===== src/rtl/image_bank_arbiter.sv =====
// Arbiter/sequencer granting the shared four-bank image RAM port to the loader (writes) and conv engine (reads).
// Optional macro IMG_ARB_RR_EN: round-robin under contention instead of fixed write-over-read priority.
module image_bank_arbiter #(
  parameter int unsigned RD_LAT = 1,
  parameter int unsigned AW     = 14
) (
  input  logic          clk,
  input  logic          reset,
  input  logic          wr_valid,
  output logic          wr_ready,
  input  logic [AW-1:0] wr_addr,
  input  logic [31:0]   wr_data,
  input  logic [3:0]    wr_be,
  input  logic          rd_valid,
  output logic          rd_ready,
  input  logic [AW-1:0] rd_addr,
  output logic          rd_rvalid,
  output logic [31:0]   rd_rdata,
  output logic [AW-1:0] ram_addr,
  output logic [31:0]   ram_wdata,
  output logic [3:0]    ram_wren,
  input  logic [31:0]   ram_q,
  output logic          busy
);

  localparam int unsigned VW = RD_LAT + 1;

  logic          prio_wr;
  logic [VW-1:0] vld;

`ifdef IMG_ARB_RR_EN
  // Pointer flips only on contended grants, so lone requesters never disturb the W,R alternation.
  always_ff @(posedge clk) begin
    if (reset) begin
      prio_wr <= 1'b1;
    end else if (wr_valid && rd_valid) begin
      prio_wr <= ~prio_wr;
    end
  end
`else
  assign prio_wr = 1'b1;
`endif

  always_comb begin
    wr_ready = 1'b0;
    rd_ready = 1'b0;
    if (!reset) begin
      wr_ready = wr_valid && (!rd_valid || prio_wr);
      rd_ready = rd_valid && (!wr_valid || !prio_wr);
    end
  end

  // Bank-side registers plus the read-valid pipeline that tracks RAM latency.
  always_ff @(posedge clk) begin
    if (reset) begin
      ram_addr  <= '0;
      ram_wdata <= '0;
      ram_wren  <= '0;
      vld       <= '0;
      rd_rvalid <= 1'b0;
      rd_rdata  <= '0;
    end else begin
      ram_wren <= '0;
      if (wr_ready) begin
        ram_addr  <= wr_addr;
        ram_wdata <= wr_data;
        ram_wren  <= wr_be;
      end else if (rd_ready) begin
        ram_addr <= rd_addr;
      end
      vld       <= {vld[VW-2:0], rd_ready};
      rd_rvalid <= vld[RD_LAT];
      if (vld[RD_LAT]) begin
        rd_rdata <= ram_q;
      end
    end
  end

  assign busy = |vld;

endmodule


===== config.mk =====
export PLATFORM = sky130hd
export DESIGN_NAME = image_bank_arbiter
export DESIGN_NICKNAME = d
export VERILOG_FILES = /design/src/rtl/image_bank_arbiter.sv
export SDC_FILE = /design/constraint.sdc
export NUM_CORES = 1
export LEC_CHECK = 0
export ABC_AREA = 1
export ABC_CLOCK_PERIOD_IN_PS = 1980
export BUFFER_PORTS_ARGS = -buffer_cell sky130_fd_sc_hd__buf_4
export CAP_MARGIN = 20
export CELL_PAD_IN_SITES_DETAIL_PLACEMENT = 0
export CELL_PAD_IN_SITES_GLOBAL_PLACEMENT = 2
export CORE_ASPECT_RATIO = 0.7
export CORE_MARGIN = 10
export CORE_UTILIZATION = 23
export DETAILED_ROUTE_END_ITERATION = 12
export GPL_TIMING_DRIVEN = 0
export PLACE_DENSITY_LB_ADDON = 0.1
export SETUP_SLACK_MARGIN = 0.3
export SKIP_LAST_GASP = 1
export SLEW_MARGIN = 20
export SYNTH_ARGS = -nofsm -noshare
export SYNTH_HDL_FRONTEND = slang
export SYNTH_SLANG_ARGS = --single-unit

===== constraint.sdc =====
create_clock -name clk -period 1.98 [get_ports clk]
set_clock_uncertainty 0.1 [all_clocks]
set_input_delay 0.198 -clock clk [delete_from_list [all_inputs] [get_ports clk]]
set_output_delay 0.198 -clock clk [all_outputs]
set_load 0.02 [all_outputs]

=== After elaboration in Yosys (flattened, before gate mapping) ===
Index checks and enable logic that the tools add are counted.

* Multiplexer cells: 4
* Reduce and logical (&&, ||, !) cells: 5
* Bitwise logic cells: 1

{| class="wikitable"
|+ Operators with widths
! cell !! count
|-
| $mux W14 || 2
|-
| $reduce_or A2 Y1 || 2
|-
| $mux W1 || 2
|-
| $reduce_bool A2 Y1 || 1
|-
| $logic_and A1 B1 Y1 || 1
|-
| $logic_not A1 Y1 || 1
|-
| $not A1 Y1 || 1
|}

* Register bits after elaboration: 85
* Input port bits: 100
* Logic and storage cells: 16
* Output and inout bits: 86

=== Longest topological paths before layout ===
* Depth in word-level cells: 5
* Depth in mapped cells: 7
* Mapped depth without buffers: 6

=== Worst setup path before layout ===
Ideal clock, no wire load.

* Path type: reg2out
* Start: reg vld[1]
* End: out busy
* Data arrival time: 0.915 ns
* Cell stages (with the launch flop): 4
* Data required time: 1.682 ns
* Path slack: 0.767 ns
* Cells stage by stage: dfxtp_1 -> clkinv_1 -> clkbuf_1 -> nand2_1

* Word-level cells in the longest chain between the ends: 1

{| class="wikitable"
|+ RTL lines
! item !! RTL line !! text
|-
| start: declaration || 29 || <nowiki>logic [VW-1:0] vld;</nowiki>
|-
| start signal: assignment || 71 || <nowiki>vld <= {vld[VW-2:0], rd_ready};</nowiki>
|-
| $reduce_or A2 Y1 || 79 || <nowiki>assign busy = |vld;</nowiki>
|-
| end: declaration || 23 || <nowiki>output logic busy</nowiki>
|}

No other way between the ends.

=== Worst setup path after layout ===
Same ends and word-level chain as after synthesis.

==> out/qor.csv <==
metric,value,unit
fin_util,0.432,
drc,0,
r2r_slack,0.74,ns
gp_congestion,0.729,
dieHeight,119,µm
slew_viol_final,0,
vias,3635,
cp.arrival,1.26,ns
met1_usage,0.158,
antenna_found_initial,0,
post-route-min-period,1.56,ns
syn-cell-area,3200,µm²
crit_path_start,vld[1],
finalPower,4.36,mW
die_width,161,µm
htree_num_levels,3,
yosys-top-cells-area,"dfxtp_1 (53%), nor2_1 (21%), o21ai_0 (9.5%), nand2_1 (5.4%), inv_1 (3.9%)",
ys_ff_latch,85,
leakagePower,2.91,nW
cts_sinks,85,
grt_pass1_vias,3647,
finalNetCount,814,
hold_path.class,input port to flip-flop,
firstDrtPassIters,4,
status,"complete, no violations",
p_int,3.20,mW
r2r_start,vld[1],
rows,35,
relSlewSlack,0.650,
grt_pass1_wl,20100,µm
syn2layout_area_growth,80.7,%
grt.busiest_layer,met2,
cp-start-kind,flip-flop,
setup_viol,0,
avgRoutedWirePerCell,14.5,µm
critPathMaxFanout,10,
grt_overflow,0,
seqCellArea,1700,µm²
core,13400,µm²
rr_endpoint,rd_rdata[1],
ios,186,
p_sw,1.17,mW
synth_top_area_frac,0.531,
synthesis.instances,451,
worstMarginPinSlew,0.526,ns
avgSynthCellArea,7.10,µm²
fp.dieArea,19100,µm²
power_frac_clock,0.387,
synth_top_cell_by_area,dfxtp_1,
timing.fmax,642,MHz
wl,13100,µm
drtAntennaViolNets,0,
initial_core_util,0.239,
clk_latency,0.33,ns
cp_data_required_time,1.68,ns
fill_cells,1413,
clk_pin_slew_worst_paths,0.06,ns
r2r_cells,4,
final-hold-violation-count,0,
path_class,flip-flop to output pin,
rsz0062_at_grt,false,
cts_tree,done,
swShare,0.267,
yosysWarnings,0,
post_cts_buffers,0,
grt_max_degree,15,
port_buffers,185,
comb_power_share,0.188,
routed_via_density,4.03,
ctsRootBufferMaster,clkbuf_16,
cts_made_buffers,9,
ys_seq_area_frac,0.531,
cap_violations,0,
power.density,754,nW/µm²
synthDistinctLibCells,14,
crit_end,busy,
synth_nets,551,
n_antenna_cell,0,
post-route-period-util,0.787,
drive_above_1_share,0.305,
grtUsageMet2,0.204,
multi_input_area,1240,µm²
drtIter0Drc,140,
met3_usage,0.0631,
cts_buffer_depth,2,
hpwl,9600,µm
worstSetupEndpointType,output pin,
final.setup.tns,0,ns
seqPwrFrac,0.425,
ir_drop,389,µV
grt.total_usage,0.130,
power by group through the flow:
stage	registers (mW)	logic, mW	clock network [mW]
3_5_place_dp	1.89	0.721	0
2_1_floorplan	2.00	0.214	0
3_3_place_gp	1.89	0.718	0
6_report	1.85	0.820	1.69
4_1_cts	1.85	0.832	1.75
5_1_grt	1.87	0.902	1.82
through the flow:
stage                     instances  setup WS [ns]  instance area [µm²]  hold slack (ns)
after floorplan                 451          0.767                 3200            0.170
final                           903          0.422                 5790          0.00103
after global placement          821          0.464                 4820            0.293
after CTS                       903          0.358                 5790         0.000304
after global routing            903          0.340                 5790           0.0113
after detailed placement        821          0.498                 4820            0.296
repair_timing:
action	in CTS	in global routing
gates cloned	0	0
endpoints found under the setup margin	1	1
hold buffers	67	0
gates resized for setup	3	1
endpoints found under the hold margin	68	0
synth_stat cells:
master	instances
buf_2	11
buf_4	2
clkbuf_1	14
clkinv_1	1
dfxtp_1	85
inv_1	33
inv_2	2
nand2_1	46
nand2_2	1
nand3_1	14
nor2_1	177
o21ai_0	61
o21ai_1	3
o21ai_2	1
layout make-up:
cell class / count / share of cell area
plain buffers: 27 / 0.0214
clock buffers: 10 / 0.0396
clock inverters: 5 / 0.0106
inverters: 36 / 0.0236
multi-input cells: 303 / 0.215
flip-flops and latches: 85 / 0.294
well taps: 185 / 0.0400
repair buffers: 252 / 0.356
critical path, stage by stage, from the launching register on:
cell,delay [ns]
dfxtp_2,0.38
clkinv_2,0.12
buf_2,0.21
nand2_1,0.08
buf_4,0.14
per-layer routing:
| layer | part of all wire | routed length [µm] | vias to the layer above |
|---|---|---|---|
| met5 | 0 | 0 | - |
| met4 | 0.0092 | 121 | 0 |
| met3 | 0.086 | 1130 | 11 |
| met2 | 0.45 | 5840 | 112 |
| met1 | 0.46 | 6000 | 1606 |
| li1 | - | - | 1906 |
sequential cells by signal, summed over array words and instances (netlist names):
name	cells
ram_addr	14
rd_rdata	32
rd_rvalid	1
vld	2
ram_wren	4
ram_wdata	32
how the worst min path moves through the flow:
stage	start	end	slack [ns]	depth (start not counted)
2_1_floorplan	reset	rd_rvalid	0.17	1
3_3_place_gp	reset	vld[1]	0.29	2
3_5_place_dp	reset	rd_rvalid	0.30	2
4_1_cts	ram_q[23]	rd_rdata[23]	0.0003	3
5_1_grt	ram_q[15]	rd_rdata[15]	0.01	3
6_report	ram_q[23]	rd_rdata[23]	0.001	3
kinds of logic (layout without fill, tap and decap cells):
| logic type | after synthesis | count (layout) | synth area share |
|---|---|---|---|
| AND/OR/NAND/NOR | 238 | 238 | 0.285 |
| AO/OA/AOI/OAI | 65 | 65 | 0.103 |
| flip-flops | 85 | 85 | 0.531 |
| buffers and inverters | 63 | 330 | 0.0805 |
placed cells by master (no fill, tap or decap):
| master | instances |
|---|---|
| buf_2 | 12 |
| buf_4 | 187 |
| bufinv_16 | 1 |
| clkbuf_1 | 14 |
| clkbuf_16 | 9 |
| clkinv_2 | 1 |
| clkinvlp_4 | 3 |
| dfxtp_1 | 84 |
| dfxtp_2 | 1 |
| dlygate4sd3_1 | 67 |
| inv_1 | 33 |
| inv_2 | 2 |
| inv_6 | 1 |
| nand2_1 | 46 |
| nand2_2 | 1 |
| nand3_1 | 14 |
| nor2_1 | 177 |
| o21ai_0 | 61 |
| o21ai_1 | 3 |
| o21ai_2 | 1 |
(Power assumes the default switching activity.)
